`src/rtl/glitchless_output_mux_if.sv`:
```
// Request/bus bundle for the glitchless output mux.
// The master drives the source lines and the select requests.
// The slave (the mux) returns the registered output and the status.
interface glitchless_output_mux_if #(
   parameter int WIDTH = 4
);
   logic [WIDTH-1:0] in_line0;
   logic [WIDTH-1:0] in_line1;
   logic [WIDTH-1:0] sel_req;
   logic             sel_req_valid;
   logic             sel_req_ready;
   logic             force_apply;
   logic [WIDTH-1:0] out_line;
   logic [WIDTH-1:0] select_active;
   logic             switch_done;
   logic             timed_out;

   modport master (
      output in_line0,
      output in_line1,
      output sel_req,
      output sel_req_valid,
      output force_apply,
      input  sel_req_ready,
      input  out_line,
      input  select_active,
      input  switch_done,
      input  timed_out
   );

   modport slave (
      input  in_line0,
      input  in_line1,
      input  sel_req,
      input  sel_req_valid,
      input  force_apply,
      output sel_req_ready,
      output out_line,
      output select_active,
      output switch_done,
      output timed_out
   );
endinterface

```
`src/rtl/glitchless_output_mux.sv`:
```
// Registered per-bit 2:1 output mux between the pass-through line (in_line0)
// and the injected line (in_line1). A requested select bit only changes in a
// cycle where both sources agree on that bit, so the switch itself never puts
// an edge on the target bus. A timeout or force_apply flushes whatever bits
// are still waiting.
module glitchless_output_mux #(
   parameter int WIDTH          = 4,
   parameter int TIMEOUT_CYCLES = 64,
   parameter int CNT_WIDTH      = 16
) (
   input  logic                   sys_clk,
   input  logic                   rst,
   glitchless_output_mux_if.slave bus
);

   typedef enum logic [1:0] {
      ST_IDLE    = 2'd0,
      ST_PENDING = 2'd1,
      ST_DONE    = 2'd2
   } state_t;

   // Counter value at which the last waiting cycle is reached; only used
   // when the timeout is enabled.
   localparam logic [CNT_WIDTH-1:0] CNT_LAST = CNT_WIDTH'(TIMEOUT_CYCLES - 1);
   localparam logic                 TMO_EN   = (TIMEOUT_CYCLES != 0);
   localparam logic [CNT_WIDTH-1:0] CNT_MAX  = '1;

   state_t               state_q, state_d;
   logic [WIDTH-1:0]     act_q, act_d;
   logic [WIDTH-1:0]     pend_q, pend_d;
   logic [CNT_WIDTH-1:0] cnt_q, cnt_d;
   logic                 tflag_q, tflag_d;
   logic [WIDTH-1:0]     out_q, out_d;

   logic [WIDTH-1:0]     diff;
   logic [WIDTH-1:0]     safe;
   logic [WIDTH-1:0]     flip;
   logic                 tmo_hit;

   // Next-state, select update and registered mux output for this edge.
   always_comb begin
      state_d = state_q;
      act_d   = act_q;
      pend_d  = pend_q;
      cnt_d   = cnt_q;
      tflag_d = tflag_q;
      diff    = bus.in_line0 ^ bus.in_line1;
      safe    = pend_q & ~diff;
      tmo_hit = TMO_EN && (cnt_q == CNT_LAST);
      flip    = '0;

      case (state_q)
         ST_IDLE: begin
            if (bus.sel_req_valid) begin
               pend_d  = bus.sel_req ^ act_q;
               cnt_d   = '0;
               tflag_d = 1'b0;
               state_d = ST_PENDING;
            end
         end

         ST_PENDING: begin
            // Forcing flips every remaining bit regardless of line agreement.
            flip   = (bus.force_apply || tmo_hit) ? pend_q : safe;
            act_d  = act_q ^ flip;
            pend_d = pend_q & ~flip;
            cnt_d  = (cnt_q == CNT_MAX) ? cnt_q : cnt_q + 1'b1;
            if (pend_d == '0) begin
               state_d = ST_DONE;
               // Only bits that the timeout pushed through unsafely count;
               // an explicit force in the same cycle takes precedence.
               tflag_d = tmo_hit && !bus.force_apply && ((pend_q & ~safe) != '0);
            end
         end

         ST_DONE: begin
            state_d = ST_IDLE;
            tflag_d = 1'b0;
         end

         default: begin
            state_d = ST_IDLE;
         end
      endcase

      out_d = (~act_d & bus.in_line0) | (act_d & bus.in_line1);
   end

   // State, select mask, pending mask, wait counter and output register.
   always_ff @(posedge sys_clk) begin
      if (rst) begin
         state_q <= ST_IDLE;
         act_q   <= '0;
         pend_q  <= '0;
         cnt_q   <= '0;
         tflag_q <= 1'b0;
         out_q   <= '0;
      end else begin
         state_q <= state_d;
         act_q   <= act_d;
         pend_q  <= pend_d;
         cnt_q   <= cnt_d;
         tflag_q <= tflag_d;
         out_q   <= out_d;
      end
   end

   assign bus.sel_req_ready = (state_q == ST_IDLE);
   assign bus.switch_done   = (state_q == ST_DONE);
   assign bus.timed_out     = (state_q == ST_DONE) && tflag_q;
   assign bus.out_line      = out_q;
   assign bus.select_active = act_q;

endmodule

```
`src/flat_wrapper.sv`:
```
// flat-port wrapper written by rule: the top's interface ports become plain ports
module glitchless_output_mux_flat 
#(
   parameter int WIDTH          = 4,
   parameter int TIMEOUT_CYCLES = 64,
   parameter int CNT_WIDTH      = 16
)
  (sys_clk, rst, bus_in_line0, bus_in_line1, bus_sel_req, bus_sel_req_valid, bus_force_apply, bus_sel_req_ready, bus_out_line, bus_select_active, bus_switch_done, bus_timed_out);
  glitchless_output_mux_if #(.WIDTH(WIDTH)) bus_i ();
  input  logic sys_clk;
  input  logic rst;
  input wire logic [$bits(bus_i.in_line0)-1:0] bus_in_line0;
  input wire logic [$bits(bus_i.in_line1)-1:0] bus_in_line1;
  input wire logic [$bits(bus_i.sel_req)-1:0] bus_sel_req;
  input wire logic [$bits(bus_i.sel_req_valid)-1:0] bus_sel_req_valid;
  input wire logic [$bits(bus_i.force_apply)-1:0] bus_force_apply;
  output wire logic [$bits(bus_i.sel_req_ready)-1:0] bus_sel_req_ready;
  output wire logic [$bits(bus_i.out_line)-1:0] bus_out_line;
  output wire logic [$bits(bus_i.select_active)-1:0] bus_select_active;
  output wire logic [$bits(bus_i.switch_done)-1:0] bus_switch_done;
  output wire logic [$bits(bus_i.timed_out)-1:0] bus_timed_out;
  assign bus_i.in_line0 = bus_in_line0;
  assign bus_i.in_line1 = bus_in_line1;
  assign bus_i.sel_req = bus_sel_req;
  assign bus_i.sel_req_valid = bus_sel_req_valid;
  assign bus_i.force_apply = bus_force_apply;
  assign bus_sel_req_ready = bus_i.sel_req_ready;
  assign bus_out_line = bus_i.out_line;
  assign bus_select_active = bus_i.select_active;
  assign bus_switch_done = bus_i.switch_done;
  assign bus_timed_out = bus_i.timed_out;
  glitchless_output_mux #(.WIDTH(WIDTH), .TIMEOUT_CYCLES(TIMEOUT_CYCLES), .CNT_WIDTH(CNT_WIDTH)) u_core (.sys_clk(sys_clk), .rst(rst), .bus(bus_i));
endmodule
```
`config.mk`:
```
export PLATFORM = sky130hd
export DESIGN_NAME = glitchless_output_mux_flat
export DESIGN_NICKNAME = d
export VERILOG_FILES = /design/src/rtl/glitchless_output_mux_if.sv /design/src/rtl/glitchless_output_mux.sv /design/src/flat_wrapper.sv
export SDC_FILE = /design/constraint.sdc
export NUM_CORES = 1
export LEC_CHECK = 0
export CAP_MARGIN = 10
export CORE_AREA = 8 8 81 65
export DETAILED_ROUTE_END_ITERATION = 10
export DIE_AREA = 0 0 89 73
export GPL_TIMING_DRIVEN = 0
export PLACE_DENSITY = 0.82
export SLEW_MARGIN = 20
export SYNTH_ARGS = -nofsm -noshare
export SYNTH_HDL_FRONTEND = slang
export SYNTH_SLANG_ARGS = --single-unit
```
`constraint.sdc`:
```
create_clock -name sys_clk -period 4.7 [get_ports sys_clk]
set_input_delay 1.175 -clock sys_clk [delete_from_list [all_inputs] [get_ports sys_clk]]
set_output_delay 1.175 -clock sys_clk [all_outputs]
set_load 0.03 [all_outputs]
```
==> impl_metrics.json <==
{
  "avgViaCountPerCell": 6.04,
  "wirelength_um": 5050,
  "tritoncts_clock_tree": "built",
  "final_net_count": 282,
  "maxSlewViolCount": 0,
  "combPwrFrac_pct": 16.2,
  "gr-max-usage-layer": "met2",
  "dp_cells": 313,
  "timing.fmax_ghz": 0.343,
  "place_hpwl_um": 3710,
  "synthesis.instances": 233,
  "critPathMaxStageDelay_ns": 0.67,
  "outcome": "finished, final reports clean",
  "crit_buf_inv": 1,
  "path_max_fanout": 8,
  "syn_avg_cell_area_um2": 8.24,
  "yosysMostFrequentCell": "sky130_fd_sc_hd__dfxtp_1",
  "number_of_unique_standard_cell_types_used_by_synthesis": 49,
  "route.vias.total": 1939,
  "detailedRoute.firstPassIterationCount": 6,
  "insertion_delay_ns": 0.29,
  "placementRows": 20,
  "crit_path_start_kind": "flip-flop",
  "timing.setup.critical_path_class": "flip-flop to output port",
  "ys_warn_count": 0,
  "final.fill_count": 362,
  "final.setup.tns_ns": 0,
  "detailedRoute.firstIterationViolations": 215,
  "ctsHtreeMaxLevel": 2,
  "storage_cell_area_um2": 621,
  "multi_input_area_um2": 1230,
  "grt_overflow": 0,
  "die_h_um": 73,
  "rsz0062_at_grt": "false",
  "worstPathArrival_ns": 1.74,
  "power-per-cell-area_nw_per_um2": 263,
  "number_of_sinks_on_the_clock_net": 31,
  "async_flop_share_pct": 0,
  "die_width_um": 89,
  "ctsHoldBuffers": 0,
  "finalPower_uw": 615,
  "setup.worst_path.end_class": "output port",
  "tightest_slew_ns": 0.528,
  "worstHoldPathCells": 2,
  "max_cap_violations": 0,
  "post_cts_resize_count": 0,
  "post_cts_setup_driven_buffer_insertion_count": 0,
  "yosys-top-cells-area": "sky130_fd_sc_hd__dfxtp_1 32%, sky130_fd_sc_hd__a21oi_1 6.5%, sky130_fd_sc_hd__nand2_1 5.5%",
  "grt_pass1_wl_um": 8550,
  "finalSetupViolations": 0,
  "peakVddDrop_mv": 0.135,
  "clock_power_share_pct": 38.7,
  "power_report.internal_total_uw": 446,
  "grt_pass1_vias": 1867,
  "post_drt_wl_per_cell_um": 15.7,
  "grt_util_met1_pct": 22.0,
  "psw_uw": 170,
  "slowest_stage": "sky130_fd_sc_hd__clkdlybuf4s50_1",
  "full_die_area_um2": 6500,
  "post_route_non_filler_standard_cell_count": 321,
  "time_the_final_worst_path_needs_with_i_o_delays_and_setup_ns": 2.92,
  "synth_largest_type_area_fraction_pct": 32.3,
  "numPortBuffers": 25,
  "r2r_start": "u_core.cnt_q[0]",
  "grt_usage_pct": 16.6,
  "ioPinCount": 27,
  "drive_gt1_share_pct": 8.27,
  "hold_path_class": "flip-flop to flip-flop",
  "slew_headroom_pct": 64.8,
  "core_area_um2": 3950,
  "n_antenna_cell": 0,
  "commonest_register_cell_after_synthesis": "sky130_fd_sc_hd__dfxtp_1",
  "critical_path.top_delay_family": "buffers and inverters",
  "remaining_drc_errors": 0,
  "terminating_pin_of_the_worst_hold_path": "u_core.cnt_q[2]",
  "clk_path_buf_depth": 2,
  "mappedNetlistArea_um2": 1920,
  "static-leakage-power_nw": 0.807,
  "pwr-share-seq_pct": 45.1,
  "synth_enable_flop_cells": 0,
  "final_antenna_net_count": 0,
  "synth_fp_nets": 250,
  "clk_root_buffer_cell": "sky130_fd_sc_hd__clkbuf_8",
  "clk_pin_slew_worst_paths_ns": 0.07,
  "switching_share_pct": 27.6,
  "gr-usage-met2_pct": 23.5,
  "timing.reg2reg.worst_path_depth": 7,
  "use_met3_pct": 4.61,
  "timing.final.crit_share_pct": 62.1,
  "r2r_setup_slack_ns": 2.78,
  "pin_count_of_the_biggest_net_entering_global_routing": 11,
  "place_congestion": 0.939,
  "post-synth-top-area-cell": "sky130_fd_sc_hd__dfxtp_1",
  "ffs_latches_synth": 31,
  "finClkSkew_ns": 0.00769,
  "timing_hold_violations_final": 0,
  "hold_start": "u_core.cnt_q[2]",
  "timing.rr.end": "u_core.state_q[1]",
  "area_delta_synth_final_pct": 21.8,
  "floorplan.initialDensity_pct": 48.5,
  "cts_buffers": 5,
  "synth.cells.most_frequent": "31 x sky130_fd_sc_hd__dfxtp_1, 28 x sky130_fd_sc_hd__nand2_1, 25 x sky130_fd_sc_hd__a21oi_1",
  "grt_antenna_before_repair": 0,
  "synth_sequential_area_ratio_pct": 32.3,
  "worst-endpoint-required_ns": 3.52,
  "worstPathCellList": "nor2b_1 > and2_1 > clkdlybuf4s50_1"
}
[layer usage]
layer	share of wire, %	up-vias
li1	-	939
met1	47	884
met2	42	101
met3	8.7	15
met4	2.6	0
met5	0	-
[sequential cells by signal (all words and copies together), names as in the netlist]
signal                    flops
u_core.bus.out_line           4
u_core.pend_q                 4
u_core.state_q                2
u_core.bus.select_active      4
u_core.tflag_q                1
u_core.cnt_q                 16
[worst reg2reg max path: stages (launching register included)]
cell,delay (ns)
sky130_fd_sc_hd__dfxtp_1,0.34
sky130_fd_sc_hd__ha_1,0.23
sky130_fd_sc_hd__and3_1,0.18
sky130_fd_sc_hd__buf_2,0.17
sky130_fd_sc_hd__a41oi_4,0.31
sky130_fd_sc_hd__buf_2,0.32
sky130_fd_sc_hd__o21ai_1,0.10
sky130_fd_sc_hd__and3b_1,0.18
[power groups by stage]
stage	logic, mW	registers (mW)	clock network [mW]
2_1_floorplan	0.0527	0.289	0
3_3_place_gp	0.0962	0.283	0
3_5_place_dp	0.0978	0.283	0
4_1_cts	0.0983	0.277	0.241
5_1_grt	0.107	0.278	0.251
6_report	0.0994	0.278	0.238
[per-stage QoR]
step / hold slack [ns] / setup slack (ns) / area, um2 / util [%]
3_5_place_dp: 0.496 / 1.77 / 2240 / 56.6
6_report: 0.509 / 1.78 / 2340 / 59.1
2_1_floorplan: 0.461 / 2.24 / 1920 / -
5_1_grt: 0.535 / 1.62 / 2340 / 59.1
3_3_place_gp: 0.479 / 1.74 / 2240 / 56.6
4_1_cts: 0.503 / 1.76 / 2340 / 59.1
[kinds of logic (layout without fill, tap and decap cells)]
kind of cell             Yosys count  count (layout)  share of synthesized area [%]
flip-flops                        31              31                           32.3
AND/OR/NAND/NOR                  105             105                           31.9
XOR/XNOR                           8               8                           3.65
buffers and inverters             17              50                           3.78
adder cells (fa/ha/maj)            1               1                          0.652
AO/OA/AOI/OAI                     63              63                           23.2
multiplexers                       8               8                           4.43
[worst max-delay path by stage]
stage	startpoint	endpoint	slack, ns	depth (start not counted)
finish	u_core.state_q[1]	bus_timed_out	1.78	3
global route	u_core.state_q[1]	bus_timed_out	1.62	3
CTS	u_core.state_q[1]	bus_timed_out	1.76	3
detailed placement	bus_sel_req_valid	u_core.cnt_q[5]	1.77	6
global placement	bus_sel_req_valid	u_core.cnt_q[5]	1.74	6
floorplan	u_core.state_q[1]	bus_timed_out	2.24	2
[layout make-up]
cell class | instances | share of cell area, %
plain buffers | 14 | 2.62
inverters | 3 | 0.482
repair buffers | 25 | 10.7
flip-flops and latches | 31 | 26.5
well taps | 55 | 2.94
clock buffers | 8 | 4.28
multi-input cells | 185 | 52.4
[cells in the final DEF (no fill, tap or decap), drive strengths merged, types with 2 or more instances in the layout]
cell            n
a2111o          6
a211oi          3
a21oi          25
a22o            2
a41oi           3
and3            3
and4            2
buf             8
clkbuf         14
clkdlybuf4s50  25
dfxtp          31
inv             3
mux2            4
mux2i           4
nand2          28
nand2b          6
nand3           5
nand4          10
nor2           13
nor2b           7
nor3            8
nor3b           5
nor4            5
o211ai          2
o21ai           6
o22ai           4
o311ai          2
o31ai           4
or3             6
xnor2           4
xor2            4
Note: power is estimated with default switching activity, not from simulation.
